--- config.mk ---
export PLATFORM = sky130hd
export DESIGN_NAME = meas_scheduler
export DESIGN_NICKNAME = d
export VERILOG_FILES = /design/src/rtl/meas_pkg.sv /design/src/rtl/meas_timer.sv /design/src/rtl/meas_scheduler.sv
export SDC_FILE = /design/constraint.sdc
export NUM_CORES = 1
export LEC_CHECK = 0
export ABC_CLOCK_PERIOD_IN_PS = 2100
export CORE_MARGIN = 5
export CORE_UTILIZATION = 25
export CTS_BUF_LIST = sky130_fd_sc_hd__clkbuf_16
export CTS_CLUSTER_SIZE = 14
export DETAILED_ROUTE_END_ITERATION = 8
export GPL_TIMING_DRIVEN = 0
export MAX_ROUTING_LAYER = met4
export SYNTH_ARGS = -nofsm -noshare
export SYNTH_HDL_FRONTEND = slang
export SYNTH_SLANG_ARGS = --single-unit
--- constraint.sdc ---
create_clock -name clk -period 2.1 [get_ports clk]
set_input_delay 0.525 -clock clk [delete_from_list [all_inputs] [get_ports clk]]
set_output_delay 0.525 -clock clk [all_outputs]
set_load 0.03 [all_outputs]
--- src/rtl/meas_pkg.sv ---
// Shared types and defaults for the measurement sequencer.
package meas_pkg;

    typedef enum logic [2:0] {
        IDLE,
        FREQ_GATE,
        FREQ_WAIT,
        DUTY_RUN,
        PUBLISH
    } meas_state_t;

    localparam int MEAS_GATE_CYCLES    = 10_000_000;
    localparam int MEAS_TIMEOUT_CYCLES = 20_000_000;

    function automatic int max_int(input int a, input int b);
        return (a > b) ? a : b;
    endfunction

endpackage

--- src/rtl/meas_timer.sv ---
// Shared phase timer: counts up while enabled, clears on request and
// flags when the count equals the loaded terminal value.
module meas_timer #(
    parameter int W = 8
) (
    input  logic         clk,
    input  logic         rst_n,
    input  logic         clr_i,
    input  logic         en_i,
    input  logic [W-1:0] tc_val_i,
    output logic         tc_o
);

    logic [W-1:0] cnt_q;
    logic [W-1:0] cnt_d;

    always_comb begin
        cnt_d = cnt_q;
        if (clr_i) begin
            cnt_d = '0;
        end else if (en_i) begin
            cnt_d = cnt_q + 1'b1;
        end
    end

    always_ff @(posedge clk or negedge rst_n) begin
        if (!rst_n) begin
            cnt_q <= '0;
        end else begin
            cnt_q <= cnt_d;
        end
    end

    assign tc_o = (cnt_q == tc_val_i);

endmodule

--- src/rtl/meas_scheduler.sv ---
// Frequency/duty measurement sequencer with per-phase timeouts and coherent publish.
// Define MEAS_DUTY_EN to include the duty-cycle phase; otherwise duty outputs are tied low.
module meas_scheduler
    import meas_pkg::*;
#(
    parameter int GATE_CYCLES    = MEAS_GATE_CYCLES,
    parameter int TIMEOUT_CYCLES = MEAS_TIMEOUT_CYCLES,
    parameter int FREQ_W         = 32,
    parameter int DUTY_W         = 16
) (
    input  logic              clk,
    input  logic              rst_n,
    input  logic              enable,
    input  logic              restart,
    input  logic              hold,
    output logic              meas_clr,
    output logic              freq_gate,
    input  logic              freq_done,
    input  logic [FREQ_W-1:0] freq_result,
    output logic              duty_start,
    input  logic              duty_done,
    input  logic [DUTY_W-1:0] duty_result,
    output logic [FREQ_W-1:0] freq_out,
    output logic [DUTY_W-1:0] duty_out,
    output logic              result_valid,
    output logic              freq_timeout,
    output logic              duty_timeout,
    output logic              busy
);

    localparam int CNT_W = $clog2(max_int(GATE_CYCLES, TIMEOUT_CYCLES) + 1);
    localparam logic [CNT_W-1:0] GATE_TC = CNT_W'(GATE_CYCLES - 1);
    localparam logic [CNT_W-1:0] TMO_TC  = CNT_W'(TIMEOUT_CYCLES - 1);

`ifdef MEAS_DUTY_EN
    localparam meas_state_t AFTER_FREQ = DUTY_RUN;
`else
    localparam meas_state_t AFTER_FREQ = PUBLISH;
`endif

    meas_state_t       state_q, state_d;
    logic [FREQ_W-1:0] freq_cap_q, freq_cap_d;
    logic              freq_tmo_q, freq_tmo_d;
    logic              publish;
    logic              tc;
    logic [CNT_W-1:0]  tc_val;

    logic              meas_clr_q, freq_gate_q, result_valid_q, busy_q;
    logic [FREQ_W-1:0] freq_out_q;
    logic              freq_timeout_q;

`ifdef MEAS_DUTY_EN
    logic [DUTY_W-1:0] duty_cap_q, duty_cap_d;
    logic              duty_tmo_q, duty_tmo_d;
    logic              duty_start_q;
    logic [DUTY_W-1:0] duty_out_q;
    logic              duty_timeout_q;
`endif

    assign tc_val = (state_q == FREQ_GATE) ? GATE_TC : TMO_TC;

    meas_timer #(.W(CNT_W)) u_timer (
        .clk      (clk),
        .rst_n    (rst_n),
        .clr_i    (state_d != state_q),
        .en_i     (state_q != IDLE),
        .tc_val_i (tc_val),
        .tc_o     (tc)
    );

    // A done pulse is checked before the terminal count so a coincident done wins.
    always_comb begin
        state_d    = state_q;
        freq_cap_d = freq_cap_q;
        freq_tmo_d = freq_tmo_q;
`ifdef MEAS_DUTY_EN
        duty_cap_d = duty_cap_q;
        duty_tmo_d = duty_tmo_q;
`endif
        publish    = 1'b0;
        if (!enable || restart) begin
            state_d = IDLE;
        end else begin
            case (state_q)
                IDLE: state_d = FREQ_GATE;
                FREQ_GATE: begin
                    if (tc) state_d = FREQ_WAIT;
                end
                FREQ_WAIT: begin
                    if (freq_done) begin
                        freq_cap_d = freq_result;
                        freq_tmo_d = 1'b0;
                        state_d    = AFTER_FREQ;
                    end else if (tc) begin
                        freq_cap_d = '0;
                        freq_tmo_d = 1'b1;
                        state_d    = AFTER_FREQ;
                    end
                end
`ifdef MEAS_DUTY_EN
                DUTY_RUN: begin
                    if (duty_done) begin
                        duty_cap_d = duty_result;
                        duty_tmo_d = 1'b0;
                        state_d    = PUBLISH;
                    end else if (tc) begin
                        duty_cap_d = '0;
                        duty_tmo_d = 1'b1;
                        state_d    = PUBLISH;
                    end
                end
`endif
                PUBLISH: begin
                    publish = !hold;
                    state_d = IDLE;
                end
                default: state_d = IDLE;
            endcase
        end
    end

    // Strobes are decoded from the transition so every output comes straight from a flop.
    always_ff @(posedge clk or negedge rst_n) begin
        if (!rst_n) begin
            state_q        <= IDLE;
            freq_cap_q     <= '0;
            freq_tmo_q     <= 1'b0;
            meas_clr_q     <= 1'b0;
            freq_gate_q    <= 1'b0;
            result_valid_q <= 1'b0;
            busy_q         <= 1'b0;
            freq_out_q     <= '0;
            freq_timeout_q <= 1'b0;
        end else begin
            state_q        <= state_d;
            freq_cap_q     <= freq_cap_d;
            freq_tmo_q     <= freq_tmo_d;
            meas_clr_q     <= (state_q == IDLE) && (state_d == FREQ_GATE);
            freq_gate_q    <= (state_q == FREQ_GATE) && (state_d != IDLE);
            result_valid_q <= publish;
            busy_q         <= (state_d != IDLE);
            if (publish) begin
                freq_out_q     <= freq_cap_q;
                freq_timeout_q <= freq_tmo_q;
            end
        end
    end

`ifdef MEAS_DUTY_EN
    always_ff @(posedge clk or negedge rst_n) begin
        if (!rst_n) begin
            duty_cap_q     <= '0;
            duty_tmo_q     <= 1'b0;
            duty_start_q   <= 1'b0;
            duty_out_q     <= '0;
            duty_timeout_q <= 1'b0;
        end else begin
            duty_cap_q   <= duty_cap_d;
            duty_tmo_q   <= duty_tmo_d;
            duty_start_q <= (state_q != DUTY_RUN) && (state_d == DUTY_RUN);
            if (publish) begin
                duty_out_q     <= duty_cap_q;
                duty_timeout_q <= duty_tmo_q;
            end
        end
    end

    assign duty_start   = duty_start_q;
    assign duty_out     = duty_out_q;
    assign duty_timeout = duty_timeout_q;
`else
    logic unused_duty;
    assign unused_duty  = ^{duty_done, duty_result};
    assign duty_start   = 1'b0;
    assign duty_out     = '0;
    assign duty_timeout = 1'b0;
`endif

    assign meas_clr     = meas_clr_q;
    assign freq_gate    = freq_gate_q;
    assign result_valid = result_valid_q;
    assign busy         = busy_q;
    assign freq_out     = freq_out_q;
    assign freq_timeout = freq_timeout_q;

endmodule

# Yosys cells after proc, flatten, opt, wreduce, memory -nomap -nowiden
# Index checks and enable logic that the tools add are counted.
# totals
reg_bits	98
# op_classes
addsub	1
n_eq_ne	6
muxes	14
n_bitwise	1
reduce_logical	11
# ops
cell	n
$mux 25	3
$mux 32	2
$add 25x1->25 const B	1
$eq 25x25->1	1
$mux 3	4
$pmux 3 s3	1
$eq 3x1->1 const B	2
$reduce_bool 3->1	2
$mux 1	4
$reduce_bool 2->1	2
$eq 3x2->1 const B	1
$eq 3x3->1 const B	1
$logic_not 3->1	1
$ne 3x3->1	1
$reduce_and 3->1	1
$logic_and 1x1->1	2
$logic_not 1->1	2
$logic_or 1x1->1	1
$not 1->1	1

# Longest topological paths before layout
# logic_depth
ltp_word	9
depth_mapped	7
mapped_depth_nobuf	6

# Modules after synthesis
# Synthesis repeated with hierarchy kept, for this count alone.
# hier_totals
cells_unflattened	366
hier_area_um2	4579.4
# by_module_without_submodules
mod	instances	cells_per_inst	area_per_inst_um2	seq_area_each_um2
meas_scheduler	1	196	2982.9	1826.8
meas_timer	1	170	1596.5	625.6

# Worst setup path after synthesis
# OpenSTA, ideal clock, no wires.
# synth_timing
path_type	input-to-reg
startpoint	input port restart
endpoint	register freq_cap_q[10]
setup_time_ns	0.065
arrival_time_ns	2.305
required_time_ns	2.035
setup_slack_ns	-0.270
stages	7
path_cell_list	nand2b_1 -> or2_2 -> nor3b_1 -> and2_1 -> clkbuf_1 -> clkbuf_1 -> a22o_1
# synth_between
elab_chain_len	3
# synth_rtl
element	line_no	rtl
from (decl)	meas_scheduler.sv:14	input logic restart,
$logic_or 1x1->1	meas_scheduler.sv:81	if (!enable || restart) begin
$not 1->1 (no line)	n/a	
$reduce_and 3->1 (no line)	n/a	
to (signal assigned)	meas_scheduler.sv:136	freq_cap_q <= freq_cap_d;
to (decl)	meas_scheduler.sv:42	logic [FREQ_W-1:0] freq_cap_q, freq_cap_d;
# Every way passes these cells.
# A chain may end at the register's enable or synchronous reset.

# Final worst setup path
# layout_timing
startpoint	register state_q[1]
endpoint	register u_timer.cnt_q[23]
# layout_between
elab_chain_len	9
word_cells_on_any_way	14
# layout_rtl
element	line_no	rtl
from (decl)	meas_scheduler.sv:41	meas_state_t state_q, state_d;
from (signal assigned)	meas_scheduler.sv:135	state_q <= state_d;
$eq 3x1->1	meas_scheduler.sv:60, meas_scheduler.sv:84	
$mux 25	meas_scheduler.sv:60	assign tc_val = (state_q == FREQ_GATE) ? GATE_TC : TMO_TC;
$eq 25x25->1	meas_timer.sv:34	assign tc_o = (cnt_q == tc_val_i);
$mux 3	meas_scheduler.sv:94	end else if (tc) begin
$mux 3	meas_scheduler.sv:90	if (freq_done) begin
$pmux 3 s3	meas_scheduler.sv:84	case (state_q)
$mux 3	meas_scheduler.sv:81	
$ne 3x3->1	meas_scheduler.sv:65	.clr_i (state_d != state_q),
$mux 25 / $reduce_bool 2->1 (equally long branches)	n/a	
to (signal assigned)	meas_timer.sv:30	cnt_q <= cnt_d;
to (decl)	meas_timer.sv:14	logic [W-1:0] cnt_q;
# Parallel ways exist; a longest one is shown, timed or not.

==> metrics <==
status finished with violations; violations in the final reports negative setup slack; Clock Tree Root sky130_fd_sc_hd__clkbuf_16; insertion delay to the later sink of the worst-skew pair 0.33 ns; Core Region 16600 sq um; Antenna Nets Post-Route 0; first-iteration detailed-routing DRC count 132; leading register cell type out of synthesis sky130_fd_sc_hd__dfrtp_1; Routed wire per std cell 13.8 microns; cell with the most instances after synthesis sky130_fd_sc_hd__nand2_1; DIE HEIGHT 140 microns; number of sinks on the clock net 98; worst ir drop on vdd 354 uV; critical path's slowest cell sky130_fd_sc_hd__or4b_4; area share of the leading cell type in the synthesized netlist 0.580; launch point of the worst path state_q[1]$_DFF_PN0_; Nets 574; Async S/R FF share, synth 1.00; antenna violations before repair 0; Top-Level Pins 110; Buffers on Ports 74; final standard cell utilization of the core 0.349; total die area 19600 sq um; post-synthesis xor/xnor area fraction 0.0497; # Max-Cap Violations 0; detailed-route wire length 10200 microns; via count 3162; placer's final routability congestion estimate 0.791; cell type with the largest total area after synthesis sky130_fd_sc_hd__dfrtp_1; RSZ-0062 raised after global routing yes; number of filler instances in the final layout 1682; worst slew margin relative to its limit 0.564; simple-gate share of the synthesized area 0.209; Slew @ Worst Pin 0.654 ns; Synth Instances 404; detailed-placement wirelength estimate 7210 microns; H-tree Lvls 3; origin of the critical flop-to-flop path state_q[1]$_DFF_PN0_; layout overhead on the synthesized area 36.9%; min cycle time layout 2.35 ns; effective utilization at floorplan 0.255; worst-case setup slack after placement -0.981 ns; total power 3.74 mW; final setup skew 0.00456 ns; max-slew violation count 0; Compound-Gate Fraction of Synth Area 0.0862; via/cell ratio 4.26; DRC violation count after routing 0; non-filler cells in the finished layout 742; Seq cells post-synth 98; wire length of the first global-routing pass 17000 microns; data required time at the worst endpoint 2.32 ns; GRT Overall Usage 0.109; part of the Yosys area used for sequential elements 0.580; hold buffer count at cts 0; worst min-delay path category input pin to async pin; list of most frequent post-synthesis cells sky130_fd_sc_hd__nand2_1, sky130_fd_sc_hd__dfrtp_1, sky130_fd_sc_hd__a22o_1, sky130_fd_sc_hd__nor2_1, sky130_fd_sc_hd__xnor2_1; Data arrival, critical path 2.57 ns; Fmax achieved 425 MHz; mean instance size in the synthesized netlist 10.5 sq um; area share of fa/ha/maj cells after synthesis 0.00296; leakage dissipation 2.70 nW; Worst Setup End Kind flip-flop; worst-path fanout max 10; main combinational cell family by area after synthesis simple AND/OR/NAND/NOR gates; via count of the first global-routing pass 3256; final count of hold timing violations 0; delay of the slowest cell on the worst path 0.51 ns; crit path cell chain or3b_4, or4b_4, a221oi_4, buf_4, a211o_4, buf_8, nor2_1; Std-Cell Rows 47; min setup slack post-route -0.250 ns; Die X-Extent 140 microns; post-CTS clock slew at the launch and capture registers of the worst setup and hold paths 0.06 ns; EDFF count, synth 0; drt pass-1 iters 4; Post-Place Cells 716; netlist area before placement 4230 sq um; proportion of synthesized area in mux cells 0.00503; count of endpoints failing setup in the final report 90; CTS buffer count 9; grt ovf 0; number of unique standard cell types used by synthesis 45; pin count of the biggest net entering global routing 51; count of antenna diodes in the layout 0; Worst Setup Path Type flip-flop to flip-flop; cells taking the most area after synthesis sky130_fd_sc_hd__dfrtp_1, sky130_fd_sc_hd__nand2_1, sky130_fd_sc_hd__a22o_1; maximum buffer depth of the clock tree 2; TritonCTS clock tree yes; power density over the cells 646 nW/um^2; Startpoint Class flip-flop; Final Cycle Share 1.12; share of final-layout standard cells stronger than drive strength 1 0.161; yosys warns 0
-- cells in the final DEF, fill, tap and decap left out, drive strengths merged, types with 3 or more instances in the layout --
cell type	n
and4	3
nor3	9
xnor2	20
dfrtp	98
and3	3
a22o	32
clkdlybuf4s50	73
nor4	3
clkbuf	21
xor2	4
nand3	8
buf	39
nand2b	3
clkinv	5
nand2	107
nor2	32
conb	18
inv	8
nand4	5
-- metrics by stage --
stage | area, sq um | TNS [ns] | hold WS (ns)
global placement | 5320 | -361.39 | 0.452
floorplan | 4300 | -6.19 | 0.229
CTS | 5730 | -18.76 | 0.243
global route | 5790 | -22.24 | 0.284
detailed placement | 5340 | -62.47 | 0.456
finish | 5790 | -16.16 | 0.227
-- per-layer routing --
layer / up-vias / GRT usage / routed length (microns)
met5: - / - / 0
met4: 0 / 0.0286 / 112
met3: 7 / 0.0283 / 482
met2: 85 / 0.166 / 4880
met1: 1526 / 0.146 / 4770
li1: 1544 / - / -
-- worst max-delay path: cells and delay by family (launching register included) --
family	cells	cell delay, ns
buffers and inverters	2	0.32
and+or+nand+nor	3	0.98
DFF	1	0.45
AOI/OAI and AO/OA	2	0.49
-- cell type report --
cell class	instances	area [sq um]	area share
plain buffers	36	263	0.0454
flip-flops and latches	98	2450	0.424
inverters	8	31.3	0.00541
multi-input cells	277	1600	0.277
clock buffers	9	225	0.0389
well taps	220	275	0.0476
repair buffers	88	878	0.152
clock inverters	6	57.6	0.00995
-- logic make-up (layout without fill, tap and decap cells) --
group,Yosys count,after routing
AOI/OAI and AO/OA,40,40
xor gates and xnor gates,24,24
adders and majority gates,1,1
buffers and inverters,46,147
DFF,98,98
muxes,2,2
other,1,18
and+or+nand+nor,192,192
-- worst paths after layout --
| check | endpoint | slack [ns] | cells after the start |
|---|---|---|---|
| min reg2reg | freq_out[28]$_DFFE_PN0P_ | 0.47 | 2 |
| min | freq_gate$_DFF_PN0_ | 0.23 | 1 |
| max in group asynchronous | state_q[2]$_DFF_PN0_ | 1.20 | 2 |
| min in group clk | freq_out[28]$_DFFE_PN0P_ | 0.47 | 2 |
| max reg2reg | u_timer.cnt_q[23]$_DFFE_PN0P_ | -0.25 | 7 |
| max | u_timer.cnt_q[23]$_DFFE_PN0P_ | -0.25 | 7 |
-- timing repair --
action | CTS | global route
setup buffers | 6 | 5
gates resized for setup | 28 | 6
hold endpoints to repair | 0 | 0
endpoints found under the setup margin | 94 | 92
pin swaps | 8 | 3
cloned | 2 | 0
-- power by group --
| group | leakage, nW | switching (mW) | internal, mW | total (mW) |
|---|---|---|---|---|
| Combinational | 1.20 | 0.138 | 0.125 | 0.263 |
| Sequential | 1.36 | 0.00738 | 1.90 | 1.90 |
| Clock | 0.143 | 0.663 | 0.910 | 1.57 |
| Total | 2.70 | 0.809 | 2.93 | 3.74 |
-- registers in the layout (all words and copies together), names as in the netlist --
signal,flops
busy,1
freq_cap_q,32
freq_gate,1
freq_out,32
freq_timeout,1
freq_tmo_q,1
meas_clr,1
result_valid,1
state_q,3
u_timer.cnt_q,25
No activity file was read; power rests on OpenSTA's default activity.
==> RTL edit 1: new RTL, config.mk and constraints unchanged <==
The output `busy` loses its register stage (`busy_q` becomes a continuous assignment).
--- a/src/rtl/meas_scheduler.sv
+++ b/src/rtl/meas_scheduler.sv
@@ -128,7 +128,6 @@
             meas_clr_q     <= 1'b0;
             freq_gate_q    <= 1'b0;
             result_valid_q <= 1'b0;
-            busy_q         <= 1'b0;
             freq_out_q     <= '0;
             freq_timeout_q <= 1'b0;
         end else begin
@@ -138,13 +137,14 @@
             meas_clr_q     <= (state_q == IDLE) && (state_d == FREQ_GATE);
             freq_gate_q    <= (state_q == FREQ_GATE) && (state_d != IDLE);
             result_valid_q <= publish;
-            busy_q         <= (state_d != IDLE);
             if (publish) begin
                 freq_out_q     <= freq_cap_q;
                 freq_timeout_q <= freq_tmo_q;
             end
         end
     end
+
+    assign busy_q = (state_d != IDLE);
 
 `ifdef MEAS_DUTY_EN
     always_ff @(posedge clk or negedge rst_n) begin
Behaviour: not the same (a bounded check fails within 4 cycles, from zero or initial values and one cycle with rst_n low).
==> RTL edit 1 against the original RTL <==
  * The run still ends with negative setup slack left
  * Fmax grew 2.5%
  * Synthesized area shrank 0.59%
  * Setup slack better by 58 ps
  * Routed wire length rose by 1.9%
  * Sequential cell count is 1 lower
  * Core utilization is 0.23 points higher
  * Total power decreased by 3.6%
  * Non-clock buffer count grew 1
  * Critical path depth did not move
  * Die area shrank 0.55%
  * Final area rose by 0.30%
  * Critical endpoint is now u_timer.cnt_q[11]
  * Highest routed layer unchanged
==> RTL edit 1: results (changes against the original RTL) <==
| Metric | Value |
|---|---|
| Status | `finished, violations left (unchanged)` |
| Failing checks | `negative setup slack (unchanged)` |
| Max Used Layer | `met4 (unchanged)` |
| Final Wtd Congestion | `0.801 (was 0.791)` |
| Port bufs | `74 (unchanged)` |
| Root Buffer | `clkbuf_16 (unchanged)` |
| Mapped Cells | `403 (was 404)` |
| CTS Buf Count | `9 (unchanged)` |
| Cell variety after synth | `45 (unchanged)` |
| Via Count | `3,220 (was 3,162)` |
| Initial antenna violation count | `0 (unchanged)` |
| Total Routing Usage GR | `11.0% (was 10.9%)` |
| H-tree level count | `3 (unchanged)` |
| Compound-cell area share of the yosys netlist | `8.67% (was 8.62%)` |
| Skew-Pair Late Insertion Delay | `330 ps (about the same)` |
| Vias in the first global route | `3,420 (was 3,256)` |
| Static Leakage | `0.00271 uW (was 0.00270 uW)` |
| Final setup violation count | `60 (was 90)` |
| Wire length on met2 | `5040 um (was 4880 um)` |
| Antenna diodes | `0 (unchanged)` |
| Nets | `574 (unchanged)` |
| 1st-iter DRT viols | `165 (was 132)` |
| Post-synthesis xor/xnor area fraction | `5.00% (was 4.97%)` |
| Async S/R FF share, synth | `100% (unchanged)` |
| Dpl cells | `715 (was 716)` |
| Worst EP arrival | `2510 ps (was 2570 ps)` |
| Cell family with most CP delay | `simple AND/OR/NAND/NOR gates (unchanged)` |
| Final wirelength | `10,400 um (was 10,200 um)` |
| Slowest CP cell | `or4b_4 (unchanged)` |
| Metal-1 WL | `4800 um (was 4770 um)` |
| Post-Synth Adder-Cell Area | `0.298% (was 0.296%)` |
| Post-synthesis sequential area ratio | `57.8% (was 58.0%)` |
| Worst Max-Slew Pin Slew | `531 ps (was 654 ps)` |
| Post-synth top cells | `nand2_1, dfrtp_1, a22o_1, nor2_1, xnor2_1 (unchanged)` |
| Critical path's largest stage delay | `approximately 500 ps` |
| Post-Route Skew | `8.72 ps (was 4.56 ps)` |
| Fill count | `1,634 (was 1,682)` |
| Synth area leaders | `dfrtp_1, nand2_1, a22o_1 (unchanged)` |
| Maximum fanout along the worst path | `7 (was 10)` |
| First-pass GRT wire length | `17,300 um (was 17,000 um)` |
| Reg clk slew, reported paths | `approximately 70 ps` |
| Worst VDD drop | `0.330 mV (was 0.354 mV)` |
| Dominant cell type by area after synthesis | `dfrtp_1 (unchanged)` |
| Yosys warning count | `0 (unchanged)` |
| Max Root-Sink Buffers | `2 (unchanged)` |
| Sw Pwr | `815 uW (was 809 uW)` |
| Worst setup margin | `-192 ps (was -250 ps)` |
| First-pass detailed-route iteration total | `4 (unchanged)` |
| Layout Cells excl Fill | `742 (unchanged)` |
| Detail Route met3 WL | `500 um (was 482 um)` |
| Final HPWL DP | `7120 um (was 7210 um)` |
| Worst Hold Class | `input pin to async pin (unchanged)` |
| Layout cells sized above 1 | `18.4% (was 16.1%)` |
| Proportion of synthesized area in mux cells | `0.506% (was 0.503%)` |
| Largest net degree at the start of global routing | `74 (was 51)` |
[RTL edit 1: changes by cell type after synthesis]
cell / before / now
dfrtp_1: 98 / 97
[RTL edit 1: timing repair]
item                       CTS  global route
cloned                       3             0
setup buffers                9             4
pin swaps                    8             8
setup endpoints to repair   93            63
gates resized for setup     42            19
[RTL edit 1: power by group through the flow]
| stage | sequential [uW] | clock (uW) | combinational, uW |
|---|---|---|---|
| 2_1_floorplan | 1920 | 0 | 114 |
| 3_3_place_gp | 1920 | 0 | 242 |
| 3_5_place_dp | 1920 | 0 | 251 |
| 4_1_cts | 1880 | 1490 | 272 |
| 5_1_grt | 1880 | 1560 | 303 |
| 6_report | 1880 | 1440 | 280 |
[RTL edit 1: logic make-up (layout without fill, tap and decap cells)]
| logic type | count (synthesis) | count (layout) |
|---|---|---|
| simple gates | 192 | 192 |
| flops | 97 | 97 |
| buf+inv | 46 | 148 |
| compound gates | 40 | 40 |
| xor+xnor | 24 | 24 |
| mux | 2 | 2 |
| fa+ha+maj | 1 | 1 |
| other cells | 1 | 18 |
[RTL edit 1: final timing paths]
check                                   start                 to  slack [ps]  cells past startpoint
worst max-delay path               state_q[1]  u_timer.cnt_q[11]        -190                      7
worst min-delay path                    rst_n          freq_gate         100                      1
worst max register to register     state_q[1]  u_timer.cnt_q[11]        -190                      7
worst min register to register  freq_cap_q[6]        freq_out[6]         470                      2
max in group asynchronous               rst_n     freq_cap_q[12]        1330                      2
min in group clk                freq_cap_q[6]        freq_out[6]         470                      2
[RTL edit 1: cell type report]
cell class / instances / area, sq um / share of cell area (%)
clock buffer: 9 / 225 / 3.88
clock inverter: 6 / 28.8 / 0.496
buffer: 36 / 263 / 4.53
sequential: 97 / 2430 / 41.9
tap: 220 / 275 / 4.74
timing repair buffer: 89 / 888 / 15.3
multi-input combinational: 277 / 1660 / 28.6
inverter: 8 / 31.3 / 0.539
[RTL edit 1: worst reg2reg max path: stages (launching register included)]
cell      delay [ps]
dfrtp_2          410
or3b_4           420
or4b_4           500
a221oi_4         290
buf_4            170
a211o_4          190
buf_6            150
nor2_1            40
[RTL edit 1: stage by stage]
stage               setup slack (ps)  TNS (ps)  area [sq um]
finish                          -192     -9200          5800
global route                    -241    -12390          5800
CTS                             -210    -10050          5730
floorplan                       -150     -6190          4280
detailed placement             -1010    -63990          5320
global placement               -3070   -358280          5290
[RTL edit 1: layer usage]
layer,global-route usage (%),vias up
li1,-,1530
met1,14.7,1585
met2,17.3,92
met3,2.33,13
met4,2.75,0
met5,-,-
==> RTL edit 2: new RTL, same settings <==
Made on the original files. The option `MEAS_DUTY_EN` is turned on by a define.
--- a/src/rtl/meas_scheduler.sv
+++ b/src/rtl/meas_scheduler.sv
@@ -1,5 +1,7 @@
 // Frequency/duty measurement sequencer with per-phase timeouts and coherent publish.
 // Define MEAS_DUTY_EN to include the duty-cycle phase; otherwise duty outputs are tied low.
+`define MEAS_DUTY_EN
+
 module meas_scheduler
     import meas_pkg::*;
 #(
Function: same outputs for any inputs over 10 cycles, from zero or initial values and one cycle with rst_n low; that may be too few to reach the edited logic, so the function may still have changed.
==> RTL edit 2 against the original RTL <==
  * The run still ends with negative setup slack left
  * Routed wire length grew 40%
  * Hold slack lost 210 ps
  * Critical path type unchanged
  * Final area grew 40%
  * Setup slack lost 580 ps
  * Die area grew 30%
  * Total power grew 56%
  * Synthesized area grew 32%
  * Critical endpoint is now freq_cap_q[26]
  * Sequential cell count grew 35
==> RTL edit 2: results (changes against the original RTL) <==
| Metric | Value |
|---|---|
| Final HPWL DP | `9710 um (was 7210 um)` |
| Cell variety after synth | `45 (unchanged)` |
| Async S/R FF share, synth | `100% (unchanged)` |
| Maximum fanout along the worst path | `10 (unchanged)` |
| H-tree level count | `4 (was 3)` |
| Critical Path Start | `u_timer.cnt_q[17] (was state_q[1])` |
| Port bufs | `108 (was 74)` |
| Origin of the critical flop-to-flop path | `u_timer.cnt_q[17] (was state_q[1])` |
| Final Wtd Congestion | `0.762 (was 0.791)` |
| Worst slack, placed | `-941 ps (was -981 ps)` |
| FF-to-FF path depth | `7 (unchanged)` |
| Vias per cell | `4.36 (was 4.26)` |
| Worst EP arrival | `3220 ps (was 2570 ps)` |
| Syn Nets | `between 600 and 700` |
| Worst VDD drop | `0.524 mV (was 0.354 mV)` |
| Post-synthesis sequential area ratio | `59.5% (was 58.0%)` |
| Skew-Pair Late Insertion Delay | `410 ps (was 330 ps)` |
| Worst Hold Class | `input pin to async pin (unchanged)` |
| Layout cells sized above 1 | `15.6% (was 16.1%)` |
| Status | `finished, violations left (unchanged)` |
| Total Routing Usage GR | `12.0% (was 10.9%)` |
| Antenna diodes | `0 (unchanged)` |
| Worst setup margin | `-828 ps (was -250 ps)` |
| Largest net degree at the start of global routing | `97 (was 51)` |
| Nets | `746 (was 574)` |
| Dpl cells | `934 (was 716)` |
| Mapped Cells | `545 (was 404)` |
| Vias in the first global route | `4,380 (was 3,256)` |
| Final setup violation count | `80 (was 90)` |
| Initial antenna violation count | `0 (unchanged)` |
| Post-synth top cells | `dfrtp_1, nand2_1, inv_1 (was nand2_1, dfrtp_1, a22o_1, nor2_1, xnor2_1)` |
| Failing checks | `negative setup slack (unchanged)` |
| First-pass detailed-route iteration total | `4 (unchanged)` |
| Met3 Use GR | `3.73% (was 2.83%)` |
| 1st-iter DRT viols | `246 (was 132)` |
| WL/cell | `14.6 um (was 13.8 um)` |
| First-pass GRT wire length | `23,800 um (was 17,000 um)` |
| CTS Buf Count | `17 (was 9)` |
| GR Layer Usage met2 | `18.1% (was 16.6%)` |
| Yosys warning count | `0 (unchanged)` |
| Layout Cells excl Fill | `983 (was 742)` |
| Static Leakage | `0.00392 uW (was 0.00270 uW)` |
| Synth area leaders | `dfrtp_1, nand2_1, mux2i_1 (was dfrtp_1, nand2_1, a22o_1)` |
| Capture point of the worst path | `freq_cap_q[26] (was u_timer.cnt_q[23])` |
| Reg clk slew, reported paths | `60 ps (about the same)` |
| Grt ovf | `0 (unchanged)` |
| Post-Route Skew | `9.45 ps (was 4.56 ps)` |
| Met1 Usage GRT | `15.4% (was 14.6%)` |
| Root Buffer | `clkbuf_16 (unchanged)` |
| Max Root-Sink Buffers | `2 (unchanged)` |
| Relative slew slack | `32.1% (was 56.4%)` |
## RTL edit 2: cell types whose count changed after synthesis, sizes merged, moves of 16 or more
cell	unedited run	this run
nand2	107	127
inv	7	42
dfrtp	98	133
buf	24	7
a22o	32	16
o21ai	2	36
mux2i	1	33
## RTL edit 2: cells by family (layout without fill, tap and decap cells)
family	Yosys count	after routing	share of synthesized area (%)
compound gates	67	67	7.83
buf+inv	71	229	5.37
xor+xnor	24	24	3.76
mux	33	33	5.91
flops	133	133	59.5
simple gates	216	216	17.4
fa+ha+maj	1	1	0.224
## RTL edit 2: worst max-delay path, cell delays in order, from the launching register on
cell      delay [ps]
dfrtp_1          400
or4b_4           540
or4_4            520
a221oi_4         280
a21oi_2          100
or4b_4           600
buf_12           190
mux2i_4          180
## RTL edit 2: metal layers
metal / up-vias / share of wire [%] / routed length (um)
li1: 2085 / - / -
met2: 110 / 47 / 6750
met1: 2082 / 47 / 6800
met5: - / 0 / 0
met3: 13 / 4.8 / 694
met4: 0 / 0.95 / 136
## RTL edit 2: through the flow
stage	cell area (sq um)	total power, uW	utilization, %	TNS, ps
2_1_floorplan	5660	2810	-	-31110
3_3_place_gp	7090	3020	32.3	-757130
3_5_place_dp	7120	3020	32.4	-90170
4_1_cts	7980	5890	36.3	-43850
5_1_grt	8090	6070	36.8	-55310
6_report	8090	5820	36.8	-50870
## RTL edit 2: repair_timing
action / 4_1_cts / 5_1_grt
gates cloned: 2 / 0
setup endpoints to repair: 131 / 130
buffers inserted: 15 / 3
gates resized for setup: 48 / 49
hold buffers: 0 / 0
endpoints found under the hold margin: 0 / 0
pin swaps: 31 / 7
## RTL edit 2: power by group
part	internal [uW]	switching (uW)	total, uW	leakage, uW
clock network	1710	1080	2790	0.000284
logic	198	203	401	0.00192
registers	2620	20.2	2640	0.00171
## RTL edit 2: worst min path at each step
stage              endpoint      startpoint  slack, ps  cells after the start
3_3_place_gp   duty_out[15]  duty_cap_q[15]        460                      2
2_1_floorplan          busy           rst_n        230                      0
3_5_place_dp    freq_out[1]           rst_n        460                      1
6_report       freq_timeout           rst_n         20                      1
5_1_grt         freq_out[1]           rst_n         20                      1
4_1_cts        freq_timeout           rst_n         10                      1
## RTL edit 2: cell type report
class / instances / area (sq um)
Sequential cell: 133 / 3330
Multi-Input combinational cell: 341 / 2170
Inverter: 43 / 161
Fill cell: 2121 / 13900
Clock inverter: 15 / 124
Buffer: 26 / 248
Tap cell: 280 / 350
Timing Repair Buffer: 128 / 1280
Clock buffer: 17 / 425
